### config.mk
export PLATFORM = sky130hd
export DESIGN_NAME = pattern_vg_ext
export DESIGN_NICKNAME = d
export VERILOG_FILES = /design/src/rtl/pattern_vg_pkg.sv /design/src/rtl/pattern_vg_ext_sat_accum.sv /design/src/rtl/pattern_vg_ext.sv
export SDC_FILE = /design/constraint.sdc
export NUM_CORES = 1
export LEC_CHECK = 0
export CAP_MARGIN = 20
export CORE_ASPECT_RATIO = 0.75
export CORE_MARGIN = 2
export CORE_UTILIZATION = 59
export DETAILED_ROUTE_END_ITERATION = 8
export PLACE_DENSITY = 0.88
export SLEW_MARGIN = 20
export SYNTH_ARGS = -nofsm -noshare
export SYNTH_HDL_FRONTEND = slang
export SYNTH_SLANG_ARGS = --single-unit
### constraint.sdc
create_clock -name clk_in -period 14.8 [get_ports clk_in]
set_input_delay 4.44 -clock clk_in [delete_from_list [all_inputs] [get_ports clk_in]]
set_output_delay 4.44 -clock clk_in [all_outputs]
set_load 0.05 [all_outputs]
### src/rtl/pattern_vg_pkg.sv
// Shared constants for the pattern overlay stage: pattern codes, the colour-bar
// table and per-channel full-scale/zero levels.
package pattern_vg_pkg;

   typedef enum logic [7:0] {
      PAT_NONE   = 8'd0,
      PAT_BORDER = 8'd1,
      PAT_MOIREX = 8'd2,
      PAT_MOIREY = 8'd3,
      PAT_HRAMP  = 8'd4,
      PAT_VRAMP  = 8'd5,
      PAT_CBAR   = 8'd6,
      PAT_CHECK  = 8'd7,
      PAT_MOVBAR = 8'd8
   } pat_e;

   // {r,g,b} on/off per bar: white, yellow, cyan, green, magenta, red, blue, black
   localparam logic [0:7][2:0] CBAR_RGB = {
      3'b111, 3'b110, 3'b011, 3'b010, 3'b101, 3'b100, 3'b001, 3'b000
   };

   localparam logic CH_WHITE = 1'b1;
   localparam logic CH_BLACK = 1'b0;

endpackage

### src/rtl/pattern_vg_ext_sat_accum.sv
// Saturating fixed-point accumulator; exposes the integer part of either the
// stored value or the value about to be stored.
module sat_accum #(
   parameter int W       = 20,
   parameter int F       = 12,
   parameter bit OUT_SUM = 1'b0
) (
   input  logic           clk,
   input  logic           reset,
   input  logic           load,
   input  logic           clear,
   input  logic           en,
   input  logic [W-1:0]   step,
   output logic [W-F-1:0] val
);
   logic [W-1:0] q, sum;
   logic [W:0]   add;

   assign add = {1'b0, q} + {1'b0, step};

   always_comb begin
      sum = add[W-1:0];
      if (load) sum = step;
      else if (add[W]) sum = '1;
   end

   always_ff @(posedge clk) begin
      if (reset || clear) q <= '0;
      else if (en) q <= sum;
   end

   assign val = OUT_SUM ? sum[W-1:F] : q[W-1:F];

endmodule

### src/rtl/pattern_vg_ext.sv
// Video pattern overlay: ramps, colour bars, checkerboard and moving bar on the
// x/y/sync bus, one clock of latency, pattern switches latched at frame start.
module pattern_vg_ext
   import pattern_vg_pkg::*;
#(
   parameter int B               = 8,
   parameter int X_BITS          = 13,
   parameter int Y_BITS          = 13,
   parameter int FRACTIONAL_BITS = 12,
   parameter int CELL_LOG2       = 5,
   parameter int FC_BITS         = 16
) (
   input  logic                        clk_in,
   input  logic                        reset,
   input  logic [X_BITS-1:0]           x,
   input  logic [Y_BITS-1:0]           y,
   input  logic                        vn_in,
   input  logic                        hn_in,
   input  logic                        dn_in,
   input  logic [B-1:0]                r_in,
   input  logic [B-1:0]                g_in,
   input  logic [B-1:0]                b_in,
   input  logic [X_BITS-1:0]           total_active_pix,
   input  logic [Y_BITS-1:0]           total_active_lines,
   input  logic [7:0]                  pattern,
   input  logic [B+FRACTIONAL_BITS-1:0] ramp_step,
   input  logic [X_BITS-1:0]           move_step,
   output logic                        vn_out,
   output logic                        hn_out,
   output logic                        den_out,
   output logic [B-1:0]                r_out,
   output logic [B-1:0]                g_out,
   output logic [B-1:0]                b_out,
   output logic [FC_BITS-1:0]          frame_count,
   output logic [7:0]                  pattern_active
);
   localparam int AW = B + FRACTIONAL_BITS;
   localparam int XW = X_BITS + 1;

   logic       fs, x_first, x_last, y_first, y_last;
   logic [7:0] pattern_q, pat_eff;

   assign x_first = (x == '0);
   assign x_last  = (x == total_active_pix - X_BITS'(1));
   assign y_first = (y == '0);
   assign y_last  = (y == total_active_lines - Y_BITS'(1));
   assign fs      = dn_in & x_first & y_first;
   // the frame-start pixel already shows the newly requested pattern
   assign pat_eff = fs ? pattern : pattern_q;

   always_ff @(posedge clk_in) begin
      if (reset) begin
         pattern_q   <= '0;
         frame_count <= '0;
      end else if (fs) begin
         pattern_q   <= pattern;
         frame_count <= frame_count + FC_BITS'(1);
      end
   end
   assign pattern_active = pattern_q;

   logic [B-1:0] h_val, v_val;

   sat_accum #(.W(AW), .F(FRACTIONAL_BITS), .OUT_SUM(1'b1)) u_h_ramp (
      .clk(clk_in), .reset(reset), .load(x_first), .clear(dn_in & x_last),
      .en(dn_in), .step(ramp_step), .val(h_val)
   );

   sat_accum #(.W(AW), .F(FRACTIONAL_BITS), .OUT_SUM(1'b0)) u_v_ramp (
      .clk(clk_in), .reset(reset), .load(1'b0), .clear(fs),
      .en(dn_in & x_last), .step(ramp_step), .val(v_val)
   );

   logic [X_BITS-1:0] bar_w, bar_cnt, cnt_cur;
   logic [2:0]        bar_idx, idx_cur;

   assign bar_w   = total_active_pix >> 3;
   assign cnt_cur = x_first ? '0 : bar_cnt;
   assign idx_cur = x_first ? '0 : bar_idx;

   always_ff @(posedge clk_in) begin
      if (reset) begin
         bar_cnt <= '0;
         bar_idx <= '0;
      end else if (dn_in) begin
         if (cnt_cur == bar_w - X_BITS'(1)) begin
            bar_cnt <= '0;
            bar_idx <= (idx_cur == 3'd7) ? 3'd7 : idx_cur + 3'd1;
         end else begin
            bar_cnt <= cnt_cur + X_BITS'(1);
            bar_idx <= idx_cur;
         end
      end
   end

   logic [X_BITS-1:0] bar_pos, pos_next, pos_cur;
   logic [XW-1:0]     pos_sum;
   logic              in_bar;

   assign pos_sum  = {1'b0, bar_pos} + {1'b0, move_step};
   assign pos_next = (pos_sum >= {1'b0, total_active_pix}) ?
                     X_BITS'(pos_sum - {1'b0, total_active_pix}) : X_BITS'(pos_sum);
   assign pos_cur  = fs ? pos_next : bar_pos;
   // right-edge clipping falls out of x never reaching total_active_pix
   assign in_bar   = ({1'b0, x} >= {1'b0, pos_cur}) &&
                     ({1'b0, x} <  {1'b0, pos_cur} + XW'(1 << CELL_LOG2));

   always_ff @(posedge clk_in) begin
      if (reset) bar_pos <= '0;
      else if (fs) bar_pos <= pos_next;
   end

   logic [B-1:0] r_d, g_d, b_d;
   logic [2:0]   cbar;
   logic [B-1:0] wh;

   assign wh   = {B{CH_WHITE}};
   assign cbar = CBAR_RGB[idx_cur];

   always_comb begin
      r_d = {B{CH_BLACK}};
      g_d = {B{CH_BLACK}};
      b_d = {B{CH_BLACK}};
      case (pat_eff)
         PAT_NONE: begin
            r_d = r_in; g_d = g_in; b_d = b_in;
         end
         PAT_BORDER: begin
            if (dn_in && (x_first || y_first || x_last || y_last)) begin
               r_d = wh; g_d = wh; b_d = wh;
            end else begin
               r_d = r_in; g_d = g_in; b_d = b_in;
            end
         end
         PAT_MOIREX: if (x[0]) begin r_d = wh; g_d = wh; b_d = wh; end
         PAT_MOIREY: if (y[0]) begin r_d = wh; g_d = wh; b_d = wh; end
         PAT_HRAMP: begin r_d = h_val; g_d = h_val; b_d = h_val; end
         PAT_VRAMP: if (!fs) begin r_d = v_val; g_d = v_val; b_d = v_val; end
         PAT_CBAR: begin
            r_d = {B{cbar[2]}}; g_d = {B{cbar[1]}}; b_d = {B{cbar[0]}};
         end
         PAT_CHECK:
            if (x[CELL_LOG2] ^ y[CELL_LOG2]) begin r_d = wh; g_d = wh; b_d = wh; end
         PAT_MOVBAR: begin
            if (in_bar) begin
               r_d = wh; g_d = wh; b_d = wh;
            end else begin
               r_d = r_in; g_d = g_in; b_d = b_in;
            end
         end
         default: ;
      endcase
      if (!dn_in && pat_eff != PAT_NONE && pat_eff != PAT_BORDER) begin
         r_d = {B{CH_BLACK}}; g_d = {B{CH_BLACK}}; b_d = {B{CH_BLACK}};
      end
   end

   always_ff @(posedge clk_in) begin
      if (reset) begin
         vn_out <= 1'b0; hn_out <= 1'b0; den_out <= 1'b0;
         r_out  <= '0;   g_out  <= '0;   b_out   <= '0;
      end else begin
         vn_out <= vn_in; hn_out <= hn_in; den_out <= dn_in;
         r_out  <= r_d;   g_out  <= g_d;   b_out   <= b_d;
      end
   end

endmodule

==> impl_metrics.env, run 1 <==
export IMPL_reg2reg_depth=26
export IMPL_grt_pass1_vias=10100
export IMPL_routed_wl_um=31600
export IMPL_ff2ff_setup_slack_ns=7.75
export IMPL_area_growth_synth_to_final_pct=23.9
export IMPL_setup_viol=0
export IMPL_tightestPinTransition_ns=1.13
export IMPL_grt_first_pass_wirelength_um=50500
export IMPL_cts_buffers=17
export IMPL_initial_core_util_pct=60.3
export IMPL_ys_seq_area_share_pct=23.6
export IMPL_vias=10700
export IMPL_clock_skew_ns=0.0121
export IMPL_numClockSinks=120
export IMPL_antenna_found_initial=0
export IMPL_placed_area_um2=12000
export IMPL_hp_class="reg -> reg"
export IMPL_slowest_delay_ns=0.51
export IMPL_gp_congestion=0.948
export IMPL_design_area_um2=12600
export IMPL_synth_top_area_share_pct=23.6
export IMPL_ys_top_cells_by_area="dfxtp_1, ha_1, a21oi_1"
export IMPL_cts_resized=0
export IMPL_synth_edf_count=0
export IMPL_path_class="in -> reg"
export IMPL_rsz0062_at_grt="false"
export IMPL_postSynthAreaPerCell_um2=7.82
export IMPL_power_density_nw_per_um2=84.6
export IMPL_diodes=0
export IMPL_core_area_um2=16900
export IMPL_synthArstFlopShare_pct=0
export IMPL_period_needed_ns=11.17
export IMPL_holdBufCountCts=0
export IMPL_synth_distinct_cells=89
export IMPL_synth_seq_cells=120
export IMPL_yosysTopAreaCell="dfxtp_1"
export IMPL_io_buffer_count=172
export IMPL_ir_drop_uv=68.4
export IMPL_rows=41
export IMPL_synth_top_cells_by_count="a21oi_1, dfxtp_1, nand2_1, nor2_1, ha_1"
export IMPL_cp_start_kind="input pin"
export IMPL_post_route_period_util_pct=75.5
export IMPL_drcViolationCount=0
export IMPL_worstPathMaxFanout=14
export IMPL_hold_path_depth=2
export IMPL_syn_instance_count=1301
export IMPL_required_ns=15.13
export IMPL_viasPerCell=6.40
export IMPL_hold_violations=0
export IMPL_whs_endpoint="u_h_ramp.q[8]"
export IMPL_post_cts_buffers=0
export IMPL_reg2reg_from="bar_pos[8]"
export IMPL_n_fill_cell=1252
export IMPL_max_slew_margin_pct=24.3
export IMPL_timing_rr_end="r_out[3]"
export IMPL_drv_cap=0
export IMPL_die_x_um=156
export IMPL_fmax_mhz=89.5
export IMPL_wl_per_cell_um=18.8
export IMPL_p_leak_nw=5.10
export IMPL_drt_iter0_markers=857
export IMPL_dieArea_um2=18300
export IMPL_die_h_um=118
export IMPL_setup_ws_ns=3.63
export IMPL_status="complete, no violations"
export IMPL_drtAntennaViolNets=0
export IMPL_place_ws_ns=3.47
export IMPL_end_kind="flip-flop"
export IMPL_slowest_stage="nor2_2"
export IMPL_root_buffer="clkbuf_16"
export IMPL_overflow=0
export IMPL_finalSetupTns_ns=0
export IMPL_yosys_warnings=0
export IMPL_clockBufferDepth=2
export IMPL_worstHoldStart="u_h_ramp.q[8]"
export IMPL_cts_tree="built"
export IMPL_track_usage_pct=33.6
export IMPL_ioPinCount=173
export IMPL_syn_num_nets=1522
export IMPL_drt_pass1_iter_count=6
export IMPL_drv_slew=0
export IMPL_drive_gt1_share_pct=5.20
export IMPL_clk_latency_ns=0.43
export IMPL_critPathArrivalTime_ns=11.51
export IMPL_htree_levels=4
export IMPL_synth_flop_cell="dfxtp_1"
export IMPL_fin_nets=1670
export IMPL_grt_max_degree=50
export IMPL_hpwl_um=23100
export IMPL_clk_pin_slew_worst_paths_ns=0.07
export IMPL_syn_cell_area_um2=10200
## where the power goes
part | total [mW] | internal [mW] | switching (mW)
sequential | 0.347 | 0.338 | 0.00879
clock | 0.421 | 0.238 | 0.182
combinational | 0.299 | 0.132 | 0.167
total | 1.07 | 0.709 | 0.358
## worst max-delay path: cells and delay by family
| kind | cells | cell delay (ns) |
|---|---|---|
| buf+inv | 1 | 0.41 |
| mux | 1 | 0.15 |
| xor+xnor | 1 | 0.09 |
| fa+ha+maj | 4 | 1.19 |
| compound gates | 15 | 3.66 |
| simple gates | 5 | 1.57 |
## flip-flops by register name, summed over array words and instances (netlist names)
name            count
vn_out              1
u_v_ramp.q         20
hn_out              1
den_out             1
pattern_active      8
bar_pos            13
bar_cnt            13
bar_idx             3
r_out               8
u_h_ramp.q         20
frame_count        16
g_out               8
b_out               8
## logic make-up (layout without fill, tap and decap cells)
kind of cell,count (synthesis),count (layout),share of synthesized area (%)
XOR/XNOR,110,110,9.87
buffers and inverters,112,273,4.24
AO/OA/AOI/OAI,421,421,28.0
multiplexers,10,10,1.03
AND/OR/NAND/NOR,429,429,20.8
adder cells (fa/ha/maj),99,99,12.5
flip-flops,120,120,23.6
## cell type report
class	instances	area [um^2]	share of cell area, %
sequential	120	2400	19.0
multi-input combinational	1069	7350	58.3
tap	215	269	2.13
clock inverter	15	158	1.25
inverter	61	229	1.82
clock buffer	17	425	3.37
timing repair buffer	180	1780	14.1
## per-stage QoR
step / std cells / power [mW] / utilization, % / hold slack [ns]
final: 1677 / 1.07 / 74.7 / 0.469
after detailed placement: 1645 / 0.643 / 71.2 / 0.461
after floorplan: 1301 / 0.547 / - / 0.440
after global routing: 1677 / 1.11 / 74.7 / 0.489
after CTS: 1677 / 1.06 / 74.7 / 0.471
after global placement: 1645 / 0.633 / 71.2 / 0.452
## worst max path at each step
stage	from	to	slack, ns	cells past startpoint
2_1_floorplan	move_step[0]	b_out[6]	5.04	27
3_3_place_gp	move_step[8]	b_out[6]	3.86	27
3_5_place_dp	move_step[8]	g_out[6]	3.47	27
4_1_cts	move_step[8]	r_out[3]	3.79	27
5_1_grt	move_step[8]	g_out[6]	3.03	27
6_report	move_step[8]	r_out[3]	3.63	27
## layer usage
layer,track usage (%),part of all wire (%),up-vias
met4,9.69,2.1,0
met1,45.5,43,4987
met2,52.6,44,549
met5,0,0,-
li1,-,-,5129
met3,8.84,10,72
## placed cells by master, fill, tap and decap left out, types with 11 or more instances in the layout
cell type and instances:
a21o_1 22, a21oi_1 120, a31oi_1 24, and3_1 22, clkbuf_16 17, clkdlybuf4s50_1 171
dfxtp_1 120, ha_1 95, inv_1 60, nand2_1 115, nand2b_1 11, nand3_1 37
nand4_1 20, nor2_1 106, nor2b_1 19, nor3_1 33, nor4_1 12, o21a_1 14
o21ai_0 84, o221ai_1 17, xnor2_1 58, xor2_1 49
Power figures use the tool's default switching activity.
==> run 2: changes to the inputs <==
--- a/config.mk
+++ b/config.mk
@@ -8,9 +8,9 @@
 export CAP_MARGIN = 20
 export CORE_ASPECT_RATIO = 0.75
 export CORE_MARGIN = 2
-export CORE_UTILIZATION = 59
+export CORE_UTILIZATION = 55
 export DETAILED_ROUTE_END_ITERATION = 8
-export PLACE_DENSITY = 0.88
+export PLACE_DENSITY = 0.82
 export SLEW_MARGIN = 20
 export SYNTH_ARGS = -nofsm -noshare
 export SYNTH_HDL_FRONTEND = slang
==> constraint.sdc (replaced) <==
create_clock -name clk_in -period 10.3 [get_ports clk_in]
set_input_delay 3.09 -clock clk_in [delete_from_list [all_inputs] [get_ports clk_in]]
set_output_delay 3.09 -clock clk_in [all_outputs]
set_load 0.05 [all_outputs]
==> run 2 against run 1 <==
Total power grew 44%. Setup slack lost 3.0 ns. Combinational power grew 43%. Clock-buffer cell count is the same. Die area grew 7.1%. Clock power grew 46%. Sequential share of layout area shrank 0.087 points.
==> impl_metrics.env, run 2 (synthesized netlist as in run 1, its figures left out) <==
export IMPL_rows=43
export IMPL_clock_skew_ns=0.0113
export IMPL_critPathArrivalTime_ns=10.01
export IMPL_core_area_um2=18300
export IMPL_post_route_period_util_pct=94.2
export IMPL_hold_violations=0
export IMPL_routed_wl_um=31100
export IMPL_drt_pass1_iter_count=8
export IMPL_ir_drop_uv=90.8
export IMPL_power_density_nw_per_um2=121
export IMPL_gp_congestion=0.950
export IMPL_status="complete, no violations"
export IMPL_setup_viol=0
export IMPL_layout_common_cells="clkdlybuf4s50_1, a21oi_1, dfxtp_1, nand2_1, nor2_1"
export IMPL_cts_buffers=17
export IMPL_drcViolationCount=0
export IMPL_layout_commonest_cell="clkdlybuf4s50_1"
export IMPL_grt_pass1_vias=9760
export IMPL_diodes=0
export IMPL_drive_gt1_share_pct=5.19
export IMPL_design_area_um2=12700
export IMPL_fin_nets=1671
export IMPL_drt_iter0_markers=984
export IMPL_clockBufferDepth=2
export IMPL_worstPathMaxFanout=14
export IMPL_tightestPinTransition_ns=1.05
export IMPL_path_class="in -> reg"
export IMPL_holdBufCountCts=0
export IMPL_p_sw_mw=0.514
export IMPL_die_h_um=122
export IMPL_track_usage_pct=31.1
export IMPL_worstHoldStart="u_h_ramp.q[6]"
export IMPL_overflow=0
export IMPL_post_cts_buffers=0
export IMPL_critPathLaunch="move_step[0]"
export IMPL_clk_latency_ns=0.43
export IMPL_end_kind="flip-flop"
export IMPL_numClockSinks=120
export IMPL_area_growth_synth_to_final_pct=24.5
export IMPL_dieArea_um2=19600
export IMPL_p_leak_nw=5.12
export IMPL_cts_tree="built"
export IMPL_clk_pin_slew_worst_paths_ns=0.06
export IMPL_drtAntennaViolNets=0
export IMPL_htree_levels=4
export IMPL_n_fill_cell=1527
export IMPL_antenna_found_initial=0
export IMPL_root_buffer="clkbuf_16"
export IMPL_drv_slew=0
export IMPL_combPwrFrac_pct=27.8
export IMPL_required_ns=10.61
export IMPL_swShare_pct=33.4
export IMPL_sequentialPowerShare_pct=32.4
export IMPL_wl_per_cell_um=18.2
export IMPL_finalSetupTns_ns=0
export IMPL_p_int_mw=1.02
export IMPL_cts_resized=0
export IMPL_die_x_um=161
export IMPL_viasPerCell=6.19
export IMPL_power_share_clock_pct=39.8
export IMPL_period_needed_ns=9.70
export IMPL_hpwl_um=23100
export IMPL_vias=10600
export IMPL_grt_first_pass_wirelength_um=49700
export IMPL_grt_max_degree=50
export IMPL_placed_area_um2=12100
export IMPL_fmax_mhz=103
export IMPL_reg2reg_from="bar_pos[8]"
export IMPL_hp_class="reg -> reg"
export IMPL_rsz0062_at_grt="false"
export IMPL_ioPinCount=173
export IMPL_drv_cap=0
export IMPL_cp_start_kind="input pin"
export IMPL_top_regs="u_h_ramp.q (20), u_v_ramp.q (20), frame_count (16)"
export IMPL_initial_core_util_pct=55.6
export IMPL_io_buffer_count=172
export IMPL_max_slew_margin_pct=29.3
-- run 2: changes by cell type in the layout (fill, tap and decap cells not counted) --
cell        change
buf_4           +1
clkinv_2        -1
inv_8           +1
clkinv_8        +1
clkinvlp_4      -1
nor3_1          +1
nor3_2          -1
-- run 2: metal layers --
| layer | vias to the layer above | GRT usage, % | part of all wire, % |
|---|---|---|---|
| li1 | 5122 | - | - |
| met1 | 4977 | 43.5 | 46 |
| met2 | 445 | 48.7 | 43 |
| met3 | 38 | 7.97 | 9.4 |
| met4 | 0 | 6.70 | 1.4 |
| met5 | - | 0 | 0 |
-- run 2: worst max-delay path: stages --
cell             delay, ns
clkdlybuf4s50_1       0.40
ha_1                  0.22
inv_1                 0.07
fa_1                  0.20
nor2b_1               0.07
o31a_1                0.32
or4b_2                0.63
nand3_1               0.14
ha_1                  0.23
nand2_1               0.09
o21ai_1               0.33
nor2_1                0.11
a21oi_1               0.44
nor2_2                0.24
mux2i_1               0.16
o21ai_0               0.49
ha_1                  0.29
o21ai_0               0.28
nor2_1                0.20
xor2_1                0.09
ha_1                  0.21
a2111oi_0             0.31
o21ai_0               0.16
a311oi_1              0.38
o21bai_1              0.17
o41ai_4               0.11
a211oi_2              0.22
a221oi_1              0.35
-- run 2: power by group through the flow --
| stage | sequential (mW) | clock [mW] | combinational (mW) |
|---|---|---|---|
| floorplan | 0.524 | 0 | 0.262 |
| global placement | 0.507 | 0 | 0.409 |
| detailed placement | 0.507 | 0 | 0.417 |
| CTS | 0.497 | 0.616 | 0.421 |
| global route | 0.499 | 0.640 | 0.468 |
| finish | 0.498 | 0.613 | 0.428 |
-- run 2: worst paths after layout --
kind                    to  slack [ns]  cells past startpoint
max               b_out[6]        0.60                     28
min          u_h_ramp.q[6]        0.47                      2
max reg2reg       b_out[6]        3.37                     26
min reg2reg  u_h_ramp.q[6]        0.47                      2
-- run 2: stage by stage --
stage | utilization (%) | power (mW) | setup WS, ns | cells | hold slack, ns
floorplan | - | 0.787 | 1.89 | 1301 | 0.440
global placement | 66.0 | 0.916 | 0.702 | 1678 | 0.453
detailed placement | 66.0 | 0.924 | 0.366 | 1678 | 0.459
CTS | 69.3 | 1.53 | 0.754 | 1710 | 0.468
global route | 69.3 | 1.61 | 0.00259 | 1710 | 0.489
finish | 69.3 | 1.54 | 0.601 | 1710 | 0.470
-- run 2: cell type report --
type	count	area [um^2]	area share, %
repair buffers	181	1780	14.1
clock inverters	15	173	1.36
multi-input cells	1069	7350	58.0
inverters	61	229	1.81
well taps	247	309	2.44
flip-flops and latches	120	2400	19.0
clock buffers	17	425	3.36
==> edit 1, RTL diff (config.mk and constraints of run 2) <==
Change the parameter `OUT_SUM` from 1'b1 to 1'b0.
--- a/src/rtl/pattern_vg_ext.sv
+++ b/src/rtl/pattern_vg_ext.sv
@@ -62,5 +62,5 @@
    logic [B-1:0] h_val, v_val;
 
-   sat_accum #(.W(AW), .F(FRACTIONAL_BITS), .OUT_SUM(1'b1)) u_h_ramp (
+   sat_accum #(.W(AW), .F(FRACTIONAL_BITS), .OUT_SUM(1'b0)) u_h_ramp (
       .clk(clk_in), .reset(reset), .load(x_first), .clear(dn_in & x_last),
       .en(dn_in), .step(ramp_step), .val(h_val)
Function: changed (a bounded check fails within 4 cycles, from zero or initial values and one cycle with reset high).
==> edit 1 against run 2 <==
- combinational power shrank 11%
- critical path depth increased by 1
- synthesized area rose by 0.26%
- sequential share of layout area barely moved
- sequential cell count unchanged
- power is 4.9% lower
- non-clock buffer count up 1
- hold slack lost 17 ps
- worst setup slack got worse by 1.8 ps
- cell area hardly changed
- maximum frequency about the same
- routed wire length grew 0.13%
- clock skew down 3.5 ps
- critical path type unchanged
==> edit 1: results (changes against run 2) <==
- Pre-CTS setup slack: 427 ps (+61.0 ps)
- Post-synthesis mux area share: 0.809% (-0.22 points)
- CP arrival: 9970 ps (-40 ps)
- Max FO, Critical Path: 13 (-1)
- Clk Latency, worst-skew pair: 430 ps (about the same)
- Final #Nets: 1,698 (+1.6%)
- Fraction of the yosys area taken by sequential cells: 23.5% (-0.061 points)
- Main flop type after synthesis: dfxtp_1
- Initial DRC Count: 1,122 (+14%)
- Clock Tree Buf Depth: 2 (unchanged)
- Hpwl dp: 23.3 mm (+1.0%)
- Switching portion of total power: 33.4% (-0.056 points)
- Commonest cells in the netlist: 155 x a21oi_1, 120 x dfxtp_1, 118 x nor2_1
- Synth Area in Compound Gates: 27.9% (-0.047 points)
- Fin crit period: 9700 ps (+1.79 ps)
- Tightest Hold Check Type: flip-flop to flip-flop
- Antenna cells: 0 (unchanged)
- Worst-Margin Slew: 929 ps (-123 ps)
- First drt pass iteration count: 7 (-1)
- Port-buffer cells: 172 (unchanged)
- Setup bufs post-CTS: 0 (unchanged)
- Warnings, synthesis: 0 (unchanged)
- Worst r2r path cells: 28 (+7.7%)
- Vias in the first global route: 9,744 (-0.16%)
- Crit-path max cell delay: 470 ps (-160 ps)
- Status: finished clean
- Leak: 0.00509 µW (-0.46%)
- CTS Buf Count: 17 (unchanged)
- Filler cells: 1,506 (-1.4%)
- GRT Overall Usage: 31.5% (+0.38 points)
- Clk slew on worst S/H paths: 60 ps (about the same)
- Pin count of the biggest net entering global routing: 49 (-2.0%)
- Via Count: 10,700 (+1.1%)
- First-pass GRT wire length: 50.0 mm (+0.64%)
- Worst vdd ir: 0.0000917 V (+0.99%)
- Crit path max-delay family: compound AO/OA/AOI/OAI gates
- Share of layout cells above drive strength 1: 5.77% (+0.58 points)
- Worst R2R Setup Slack: 3410 ps (+40 ps)
- Final Skew: 7.83 ps (-3.51 ps)
- Post-Synth XOR/XNOR Area: 8.76% (-1.1 points)
- CTS Root Cell: clkbuf_16
- Critical path's slowest cell: clkdlybuf4s50_1
- Synth area leaders: dfxtp_1 24%, ha_1 12%, a21oi_1 7.6%, xnor2_1 4.8%, o21ai_0 4.5%
- Initial antenna violation count: 0 (unchanged)
- Ys async rst share: 0% (unchanged)
- Library cells used by synthesis: 89 (unchanged)
- Syn Nets: 1,552 (+2.0%)
- Post-CTS sizing: 0 (unchanged)
- Top flop regs: u_h_ramp.q: 20 flops, u_v_ramp.q: 20 flops, frame_count: 16 flops
- Hold_ws: 453 ps (-17.0 ps)
- Total routed wirelength: 31.1 mm (+0.13%)
- Gpl congestion: 0.928 (-2.4%)
- Power Combinational: 382 µW (-11%)
- Pins Over Slew Limit: 0 (unchanged)
- CTS H-Tree Depth: 4 (unchanged)
- Adder-cell share of the synthesized area: 12.4% (-0.032 points)
- Clk pwr: 586 µW (-4.4%)
[edit 1: final timing paths]
| check | start | end |
|---|---|---|
| setup reg to reg | bar_pos[0] | b_out[5] |
| setup / recovery | move_step[0] | b_out[5] |
| hold reg to reg | bar_idx[1] | bar_idx[1] |
| hold / removal | bar_idx[1] | bar_idx[1] |
[edit 1: area by class of cell]
type,count,area [µm²],share of cell area [%]
well taps,247,309,2.44
clock buffers,17,425,3.36
repair buffers,182,1790,14.2
flip-flops and latches,120,2400,19.0
inverters,60,225,1.78
clock inverters,15,154,1.22
multi-input cells,1096,7350,58.1
[edit 1: through the flow]
step                      area, µm²  std cells  power, µW
after floorplan               10200       1331        750
after global placement        12100       1705        867
after detailed placement      12100       1705        874
after CTS                     12700       1737       1460
after global routing          12700       1737       1530
final                         12700       1737       1460
[edit 1: layer usage]
metal	vias up	track usage (%)	routed length (µm)
met1	5019	46.2	14900
met3	48	6.03	2380
met2	443	47.6	13200
met5	-	0	0
li1	5191	-	-
met4	0	7.92	581
==> edit 2, RTL diff (flow settings as in run 2) <==
Without the edit above. Put one more register stage on the output `b_out`, cleared by the reset. The value now appears one clock later. The other outputs are not delayed to match.
--- a/src/rtl/pattern_vg_ext.sv
+++ b/src/rtl/pattern_vg_ext.sv
@@ -37,4 +37,6 @@
    localparam int AW = B + FRACTIONAL_BITS;
    localparam int XW = X_BITS + 1;
+
+   logic [B-1:0] b_s0;
 
    logic       fs, x_first, x_last, y_first, y_last;
@@ -159,8 +161,16 @@
       if (reset) begin
          vn_out <= 1'b0; hn_out <= 1'b0; den_out <= 1'b0;
-         r_out  <= '0;   g_out  <= '0;   b_out   <= '0;
+         r_out  <= '0;   g_out  <= '0;   b_s0    <= '0;
       end else begin
          vn_out <= vn_in; hn_out <= hn_in; den_out <= dn_in;
-         r_out  <= r_d;   g_out  <= g_d;   b_out   <= b_d;
+         r_out  <= r_d;   g_out  <= g_d;   b_s0    <= b_d;
+      end
+   end
+
+   always_ff @(posedge clk_in) begin
+      if (reset) begin
+         b_out <= '0;
+      end else begin
+         b_out <= b_s0;
       end
    end
Function: changed (Yosys sat finds a counterexample within 4 cycles, from zero or initial values and one cycle with reset high).
==> edit 2 against run 2 <==
- power up 7.5%
- cell area up 5.0%
- routed wire length up 7.2%
- synthesized area up 5.5%
- first-iteration DRC count up 13%
- sequential cell count up 8
- worst setup slack better by 200 ps
- die area up 5.3%
- sequential power up 6.0%
- critical path type unchanged
==> edit 2: results (changes against run 2) <==
- Status: finished clean
- First-pass GRT wire length: 52.9 mm (+6.6%)
- Worst r2r path cells: 30 (+15%)
- Leak: 0.00536 µW (+4.7%)
- WL met2: 14.9 mm (+11%)
- Warnings, synthesis: 0 (unchanged)
- Hpwl dp: 24.6 mm (+6.4%)
- Worst R2R Setup Slack: 3580 ps (+210 ps)
- Pin count of the biggest net entering global routing: 58 (+16%)
- Gpl congestion: 0.943 (-0.77%)
- Routed wl met3: 2.80 mm (-4.5%)
- Library cells used by synthesis: 100 (+12%)
- Critical path's slowest cell: clkdlybuf4s50_1
- Max layer used: met4
- Crit path kind: input pin to flip-flop
- Commonest cells in the netlist: 128 x dfxtp_1, 116 x a21oi_1, 116 x nor2_1
- Clk Latency, worst-skew pair: 440 ps
- Wire length per cell: 18.7 µm (+3.2%)
- Final #Nets: 1,732 (+3.7%)
- CP arrival: 9860 ps (-150 ps)
- Fraction of the yosys area taken by sequential cells: 23.9% (+0.26 points)
- CTS H-Tree Depth: 4 (unchanged)
- Vias/cell: 6.30 (+1.8%)
- CTS Buf Count: 17 (unchanged)
- Crit-path max cell delay: 460 ps (-170 ps)
- Share of layout cells above drive strength 1: 7.28% (+2.1 points)
- Hold_sp: b_s0[7]
- Max FO, Critical Path: 23 (+9)
- FF-to-FF Start: bar_pos[0]
- Final Skew: 12.6 ps (+1.27 ps)
- GRT Overall Usage: 32.1% (+0.96 points)
- Top flop regs: u_h_ramp.q: 20 flops, u_v_ramp.q: 20 flops, frame_count: 16 flops
- Slew margin rel.: 24.1% (-5.2 points)
- Routed met1 length: 14.8 mm (+3.8%)
- Initial DRC Count: 1,107 (+13%)
- Crit path max-delay family: compound AO/OA/AOI/OAI gates
- Worst vdd ir: 0.000109 V (+20%)
- Clk slew on worst S/H paths: 70 ps
- Synth area leaders: dfxtp_1 24%, ha_1 11%, a21oi_1 5.4%, xnor2_1 5.1%, o21ai_0 4.1%
- Vias in the first global route: 10,500 (+7.9%)
- Worst R2R End: g_out[5]
- Syn Nets: 1,578 (+3.7%)
- First drt pass iteration count: 6 (-2)
edit 2: worst min-delay path by stage:
stage | end | cells past startpoint | slack (ps)
2_1_floorplan | b_out[0] | 1 | 410
3_3_place_gp | b_out[3] | 1 | 420
3_5_place_dp | b_out[7] | 1 | 420
4_1_cts | b_out[7] | 1 | 440
5_1_grt | b_out[7] | 1 | 450
6_report | b_out[7] | 1 | 440
edit 2: report_power, final:
| part | switching, µW | total, µW | leakage, µW | internal [µW] |
|---|---|---|---|---|
| sequential | 11.1 | 528 | 0.00104 | 517 |
| clock | 253 | 693 | 0.000322 | 440 |
| combinational | 243 | 433 | 0.00399 | 190 |
edit 2: area by class of cell:
class                      count  area [µm²]
inverter                      49         184
clock inverter                14         228
fill                        1553        5960
timing repair buffer         188        1840
clock buffer                  18         439
tap                          253         317
sequential                   128        2560
multi-input combinational   1127        7740
edit 2: cell families after synthesis:
family	count (synthesis)	synth area share, %
XOR/XNOR	107	8.86
multiplexers	14	1.36
flip-flops	128	23.9
buffers and inverters	102	4.17
adder cells (fa/ha/maj)	99	11.8
AO/OA/AOI/OAI	396	24.6
AND/OR/NAND/NOR	511	25.3
edit 2: metrics by stage:
stage	power [µW]	instance area (µm²)	std cells	utilization, %	worst slack (ps)
floorplan	820	10700	1357	-	1880
global placement	947	12600	1745	65.5	505
detailed placement	958	12600	1745	65.5	223
CTS	1650	13300	1777	69.0	643
global route	1720	13300	1777	69.0	250
finish	1650	13300	1777	69.0	802
edit 2: layer usage:
layer,vias to the layer above,global-route usage [%]
met4,0,8.98
li1,5320,-
met3,62,8.39
met2,537,50.2
met5,-,0
met1,5272,43.8
